File: src/rtl/uart_pkg.sv
// Shared encodings for the UART transmitter: FSM states, parity select, stop-bit select.
// No logic of its own; helpers are pure functions used by the transmitter.
// No flow control here; the transmitter and FIFO own all handshaking.
package uart_pkg;

    typedef logic [2:0] state_t;

    localparam state_t ST_IDLE   = 3'd0;
    localparam state_t ST_START  = 3'd1;
    localparam state_t ST_DATA   = 3'd2;
    localparam state_t ST_PARITY = 3'd3;
    localparam state_t ST_STOP   = 3'd4;

    localparam logic [1:0] PAR_NONE     = 2'b00;
    localparam logic [1:0] PAR_ODD      = 2'b01;
    localparam logic [1:0] PAR_EVEN     = 2'b10;
    localparam logic [1:0] PAR_NONE_ALT = 2'b11;

    localparam logic STOP_ONE = 1'b0;
    localparam logic STOP_TWO = 1'b1;

    function automatic logic parity_enabled(input logic [1:0] ptype);
        return (ptype == PAR_ODD) || (ptype == PAR_EVEN);
    endfunction

    // data_xor is the XOR-reduction of the character (1 when it has an odd number of ones).
    function automatic logic parity_bit(input logic [1:0] ptype, input logic data_xor);
        return (ptype == PAR_ODD) ? ~data_xor : data_xor;
    endfunction

endpackage

File: src/rtl/uart_sync_fifo.sv
// Single-clock FIFO with a registered occupancy count driving full/empty/level.
// Latency: written entry visible at the head one cycle after the write edge.
// Backpressure: writes while full are dropped and flagged by a one-cycle overflow pulse.
module uart_sync_fifo #(
    parameter int WIDTH = 8,
    parameter int DEPTH = 16
) (
    input  logic                     clk,
    input  logic                     rst_n,
    input  logic                     wr_en,
    input  logic [WIDTH-1:0]         wr_data,
    input  logic                     rd_en,
    output logic [WIDTH-1:0]         rd_data,
    output logic                     full,
    output logic                     empty,
    output logic [$clog2(DEPTH):0]   level,
    output logic                     overflow
);
    localparam int AW    = $clog2(DEPTH);
    localparam int CNT_W = AW + 1;

    logic [WIDTH-1:0] mem [DEPTH];
    logic [AW-1:0]    wr_ptr_q;
    logic [AW-1:0]    rd_ptr_q;
    logic [CNT_W-1:0] count_q;
    logic             wr_acc;
    logic             rd_acc;

    assign full    = (count_q == CNT_W'(DEPTH));
    assign empty   = (count_q == '0);
    assign level   = count_q;
    assign rd_data = mem[rd_ptr_q];

    // A full FIFO refuses the write even when a pop frees a slot on the same edge.
    assign wr_acc = wr_en && !full;
    assign rd_acc = rd_en && !empty;

    always_ff @(posedge clk or negedge rst_n) begin
        if (!rst_n) begin
            wr_ptr_q <= '0;
            rd_ptr_q <= '0;
            count_q  <= '0;
            overflow <= 1'b0;
        end else begin
            overflow <= wr_en && full;
            if (wr_acc) wr_ptr_q <= wr_ptr_q + AW'(1);
            if (rd_acc) rd_ptr_q <= rd_ptr_q + AW'(1);
            case ({wr_acc, rd_acc})
                2'b10:   count_q <= count_q + CNT_W'(1);
                2'b01:   count_q <= count_q - CNT_W'(1);
                default: count_q <= count_q;
            endcase
        end
    end

    always_ff @(posedge clk) begin
        if (wr_acc) mem[wr_ptr_q] <= wr_data;
    end

endmodule

File: src/rtl/uart_tx_fifo.sv
// UART transmitter fed by a character FIFO; frame = start, data LSB first, optional parity, 1-2 stops.
// Latency: write into an empty FIFO while idle and enabled drives the start bit two edges later.
// Backpressure: none upstream beyond full/level; writes while full are dropped with overflow_flag.
module uart_tx_fifo
    import uart_pkg::*;
#(
    parameter int DATA_W     = 8,
    parameter int FIFO_DEPTH = 16,
    parameter int DIV_W      = 16
) (
    input  logic                          clk,
    input  logic                          rst_n,
    input  logic                          enable,
    input  logic                          wr_en,
    input  logic [DATA_W-1:0]             wr_data,
    input  logic [DIV_W-1:0]              divisor,
    input  logic [1:0]                    parity_type,
    input  logic                          stop_bits,
    output logic                          data_tx,
    output logic                          full,
    output logic                          empty,
    output logic [$clog2(FIFO_DEPTH):0]   level,
    output logic                          active_flag,
    output logic                          done_flag,
    output logic                          overflow_flag
);
    localparam int BIT_W = $clog2(DATA_W);

    state_t             state_q;
    logic [DIV_W-1:0]   cnt_q;
    logic [DIV_W-1:0]   div_q;
    logic [BIT_W-1:0]   bit_idx_q;
    logic [DATA_W-1:0]  shift_q;
    logic               par_en_q;
    logic               par_q;
    logic               two_stop_q;
    logic               stop_idx_q;
    logic               done_pre_q;

    logic [DATA_W-1:0]  head;
    logic [DIV_W-1:0]   div_eff;
    logic               tick;
    logic               stop_end;
    logic               pop;
    logic               line_nxt;

    uart_sync_fifo #(
        .WIDTH (DATA_W),
        .DEPTH (FIFO_DEPTH)
    ) u_fifo (
        .clk      (clk),
        .rst_n    (rst_n),
        .wr_en    (wr_en),
        .wr_data  (wr_data),
        .rd_en    (pop),
        .rd_data  (head),
        .full     (full),
        .empty    (empty),
        .level    (level),
        .overflow (overflow_flag)
    );

    assign div_eff     = (divisor == '0) ? DIV_W'(1) : divisor;
    assign tick        = (cnt_q == div_q);
    assign stop_end    = (state_q == ST_STOP) && tick && (!two_stop_q || stop_idx_q);
    assign pop         = enable && !empty && ((state_q == ST_IDLE) || stop_end);
    assign active_flag = (state_q != ST_IDLE);

    always_comb begin
        line_nxt = 1'b1;
        case (state_q)
            ST_START:  line_nxt = 1'b0;
            ST_DATA:   line_nxt = shift_q[0];
            ST_PARITY: line_nxt = par_q;
            default:   line_nxt = 1'b1;
        endcase
    end

    always_ff @(posedge clk or negedge rst_n) begin
        if (!rst_n) begin
            state_q    <= ST_IDLE;
            cnt_q      <= '0;
            div_q      <= '0;
            bit_idx_q  <= '0;
            shift_q    <= '0;
            par_en_q   <= 1'b0;
            par_q      <= 1'b0;
            two_stop_q <= 1'b0;
            stop_idx_q <= 1'b0;
            done_pre_q <= 1'b0;
            done_flag  <= 1'b0;
            data_tx    <= 1'b1;
        end else begin
            // The line is one register behind the FSM, so done is delayed to match it.
            data_tx    <= line_nxt;
            done_pre_q <= stop_end;
            done_flag  <= done_pre_q;

            if (pop) begin
                // Frame settings are captured here and frozen until the frame ends.
                state_q    <= ST_START;
                cnt_q      <= '0;
                div_q      <= div_eff;
                shift_q    <= head;
                par_en_q   <= parity_enabled(parity_type);
                par_q      <= parity_bit(parity_type, ^head);
                two_stop_q <= (stop_bits != STOP_ONE);
                stop_idx_q <= 1'b0;
            end else begin
                cnt_q <= tick ? '0 : cnt_q + DIV_W'(1);
                case (state_q)
                    ST_IDLE: cnt_q <= '0;
                    ST_START: if (tick) begin
                        state_q   <= ST_DATA;
                        bit_idx_q <= '0;
                    end
                    ST_DATA: if (tick) begin
                        shift_q <= shift_q >> 1;
                        if (bit_idx_q == BIT_W'(DATA_W - 1)) begin
                            state_q    <= par_en_q ? ST_PARITY : ST_STOP;
                            stop_idx_q <= 1'b0;
                        end else begin
                            bit_idx_q <= bit_idx_q + BIT_W'(1);
                        end
                    end
                    ST_PARITY: if (tick) begin
                        state_q    <= ST_STOP;
                        stop_idx_q <= 1'b0;
                    end
                    ST_STOP: if (tick) begin
                        if (stop_end) state_q    <= ST_IDLE;
                        else          stop_idx_q <= 1'b1;
                    end
                    default: state_q <= ST_IDLE;
                endcase
            end
        end
    end

endmodule

File: config.mk
export PLATFORM = sky130hd
export DESIGN_NAME = uart_tx_fifo
export DESIGN_NICKNAME = d
export VERILOG_FILES = /design/src/rtl/uart_pkg.sv /design/src/rtl/uart_sync_fifo.sv /design/src/rtl/uart_tx_fifo.sv
export SDC_FILE = /design/constraint.sdc
export NUM_CORES = 1
export LEC_CHECK = 0
export ABC_AREA = 1
export CORE_UTILIZATION = 40
export CTS_CLUSTER_DIAMETER = 50
export DETAILED_ROUTE_END_ITERATION = 12
export PLACE_DENSITY = 0.6
export SYNTH_ARGS = -nofsm -noshare
export SYNTH_HDL_FRONTEND = slang
export SYNTH_SLANG_ARGS = --single-unit
File: constraint.sdc
create_clock -name clk -period 4.6 [get_ports clk]
set_input_delay 1.15 -clock clk [delete_from_list [all_inputs] [get_ports clk]]
set_output_delay 1.15 -clock clk [all_outputs]
set_load 0.01 [all_outputs]
==> impl_metrics.toml <==
[floorplanning]
start_util_pct = 40.8
std_cell_rows = 54
dieHeight_um = 152
io_pins = 42
coreArea_um2 = 21900
die_x_um = 152
dieArea_um2 = 23000

[job]
cap_viol_max_count = 0

[final_layout]
final_cell_mix = "nand2_1 (302), edfxtp_1 (128), nor2_1 (104)"
final_core_util_pct = 46.4
fin_cells = 1254
drive_gt1_share_pct = 6.26
num-fill-cells = 2050
diodes = 0
final_area_um2 = 10200
area_growth_pct = 13.7
final_common_cell = "nand2_1"
fin_nets = 1006

[place]
numPortBuffers = 41
place_ws_ns = 1.00
hpwl_mm = 12.4
post-place-cells = 1223
gp_congestion = 0.787
postPlaceCellArea_um2 = 9550

[drt]
drt-pass1-iter-count = 5
via_count = 6006
final_antenna_net_count = 0
wl_per_cell_um = 15.2
first_iter_violations = 415
drc = 0
wl_met1_mm = 8.50
viasPerCell = 4.79
routed-wl-met3_um = 861
finalWirelength_mm = 19.1
wl_met2_mm = 9.40
routed.top_layer = "met4"

[clock_tree]
root_buffer = "clkbuf_16"
clkSinkCount = 195
clock_path_buffers = 2
post_cts_resized = 0
htree_levels = 4
clock_latency_ns = 0.44
clkTransAtPathRegs_ns = 0.07
holdBufCountCts = 0
post_cts.repair.setup_buffers = 0
cts_tree = "done"
cts_buffers = 17

[critical_path]
cpPeakStageDelay_ns = 0.45
end_kind = "flip-flop"
path_class = "in -> reg"
required_ns = 4.91
reg2reg_depth = 16
slowest_stage = "clkdlybuf4s50_1"
r2r-end = "u_fifo.level[4]"
cp.arrival_ns = 3.48
ff2ff_setup_slack_ns = 1.50
startpoint_type = "input port"
crit_chain = "clkdlybuf4s50_1 -> o21ai_0 -> a21oi_4 -> ha_1 -> xor2_1 -> ha_1 -> a21oi_1 -> o21ai_0 -> a21oi_1 -> inv_1 -> a21oi_1 -> o21ai_0 -> xor2_1"
worstReg2RegStart = "cnt_q[3]"
crit_fanout = 5

[timing]
finalSetupTns_ns = 0
max_clock_freq_ghz = 0.315
drv_slew = 0
setup_viol = 0
slew_headroom_pct = 47.3
hold_slack_ns = 0.352
fin_crit_ns = 3.17
hold_viol = 0
finalCritPeriodShare_pct = 69.0
skew_ns = 0.0240
rsz0062_at_grt = "no"
worst_pin_slew_ns = 0.791
setup_slack_ns = 1.43

[pwr]
p_per_area_nw_per_um2 = 618
p_leak_nw = 4.26
finalPower_mw = 6.28
ir_drop_v = 0.000366

[yosys]
ys_warn_count = 0
syn_area_per_cell_um2 = 9.67
ys_seq_elements = 195
synth_area_um2 = 8940
seq_area_frac_synth_pct = 61.8
ys_types = 40
syn_inst = 925
synth_fp_nets = 969

[global_route]
grt_antenna_before_repair = 0
grt_overflow = 0
grt_start_max_net_pins = 76
grt_pass1_vias = 5802
grt_usage_pct = 18.1
grt_pass1_wl_mm = 30.5

[status]
outcome = "completed"

[worst_hold_path]
hold_end = "done_flag"
hold_start = "done_pre_q"
min_path_type = "reg -> reg"
hold_depth = 0
-- worst max-delay path: cells and delay by family --
kind,cells,cell delay [ns]
compound gates,7,1.07
xor+xnor,2,0.27
fa+ha+maj,2,0.48
buf+inv,2,0.51
-- flip-flops by register name, summed over array words and instances, names as in the netlist --
signal / count
done_pre_q: 1
div_q: 16
u_fifo.level: 5
shift_q: 8
state_q: 3
u_fifo.wr_ptr_q: 4
u_fifo.rd_ptr_q: 4
par_q: 1
done_flag: 1
bit_idx_q: 3
data_tx: 1
par_en_q: 1
stop_idx_q: 1
two_stop_q: 1
u_fifo.mem: 128
u_fifo.overflow: 1
cnt_q: 16
-- power by group --
group | internal (mW) | switching, mW | total (mW)
logic | 0.751 | 1.57 | 2.32
clock network | 0.832 | 0.706 | 1.54
registers | 2.20 | 0.220 | 2.43
total | 3.79 | 2.49 | 6.28
-- cells in the mapped netlist, drive strengths merged --
cell	number	share of area (%)
a21oi	20	1.2
a22oi	1	0.084
a31oi	2	0.14
a41oi	1	0.098
and3	1	0.070
buf	27	2.1
clkbuf	1	0.042
clkinv	2	0.084
dfrtp	66	18
dfstp	1	0.29
edfxtp	128	43
ha	13	1.8
inv	83	3.5
nand2	305	13
nand3	62	3.6
nand3b	1	0.084
nand4	6	0.42
nor2	109	4.8
nor3	10	0.73
nor3b	3	0.36
nor4	5	0.35
o211ai	3	0.31
o21ai	43	2.4
o31ai	1	0.084
or2	1	0.070
xnor2	14	1.4
xor2	16	1.6
-- area by class of cell --
type	count	area [µm²]	share of cell area [%]
Clock buffer	18	429	4.22
Clock inverter	13	189	1.86
Inverter	85	319	3.14
Multi-Input combinational cell	617	2910	28.6
Sequential cell	195	5520	54.3
Tap cell	280	350	3.45
Timing Repair Buffer	46	443	4.36
-- metal layers --
layer  vias to the layer above  GRT usage (%)
li1                       3087              -
met2                       119           29.7
met3                        19           3.65
met4                         0           6.83
met5                         -              0
met1                      2781           23.5
-- how the worst max path moves through the flow --
stage	from	end	slack (ns)	cells after the start
detailed placement	enable	u_fifo.level[4]	1.00	13
CTS	enable	u_fifo.level[4]	1.45	13
global placement	enable	u_fifo.level[4]	1.08	13
finish	enable	u_fifo.level[4]	1.43	13
floorplan	enable	u_fifo.level[4]	1.45	13
global route	enable	u_fifo.level[4]	1.17	13
-- logic make-up after synthesis --
kind of cell	Yosys count	synth area share [%]
DFF	195	61.8
xor gates and xnor gates	30	2.94
AOI/OAI and AO/OA	71	4.37
buffers and inverters	113	5.68
and+or+nand+nor	503	23.4
adders and majority gates	13	1.82
No activity file was read; power rests on OpenSTA's default activity.
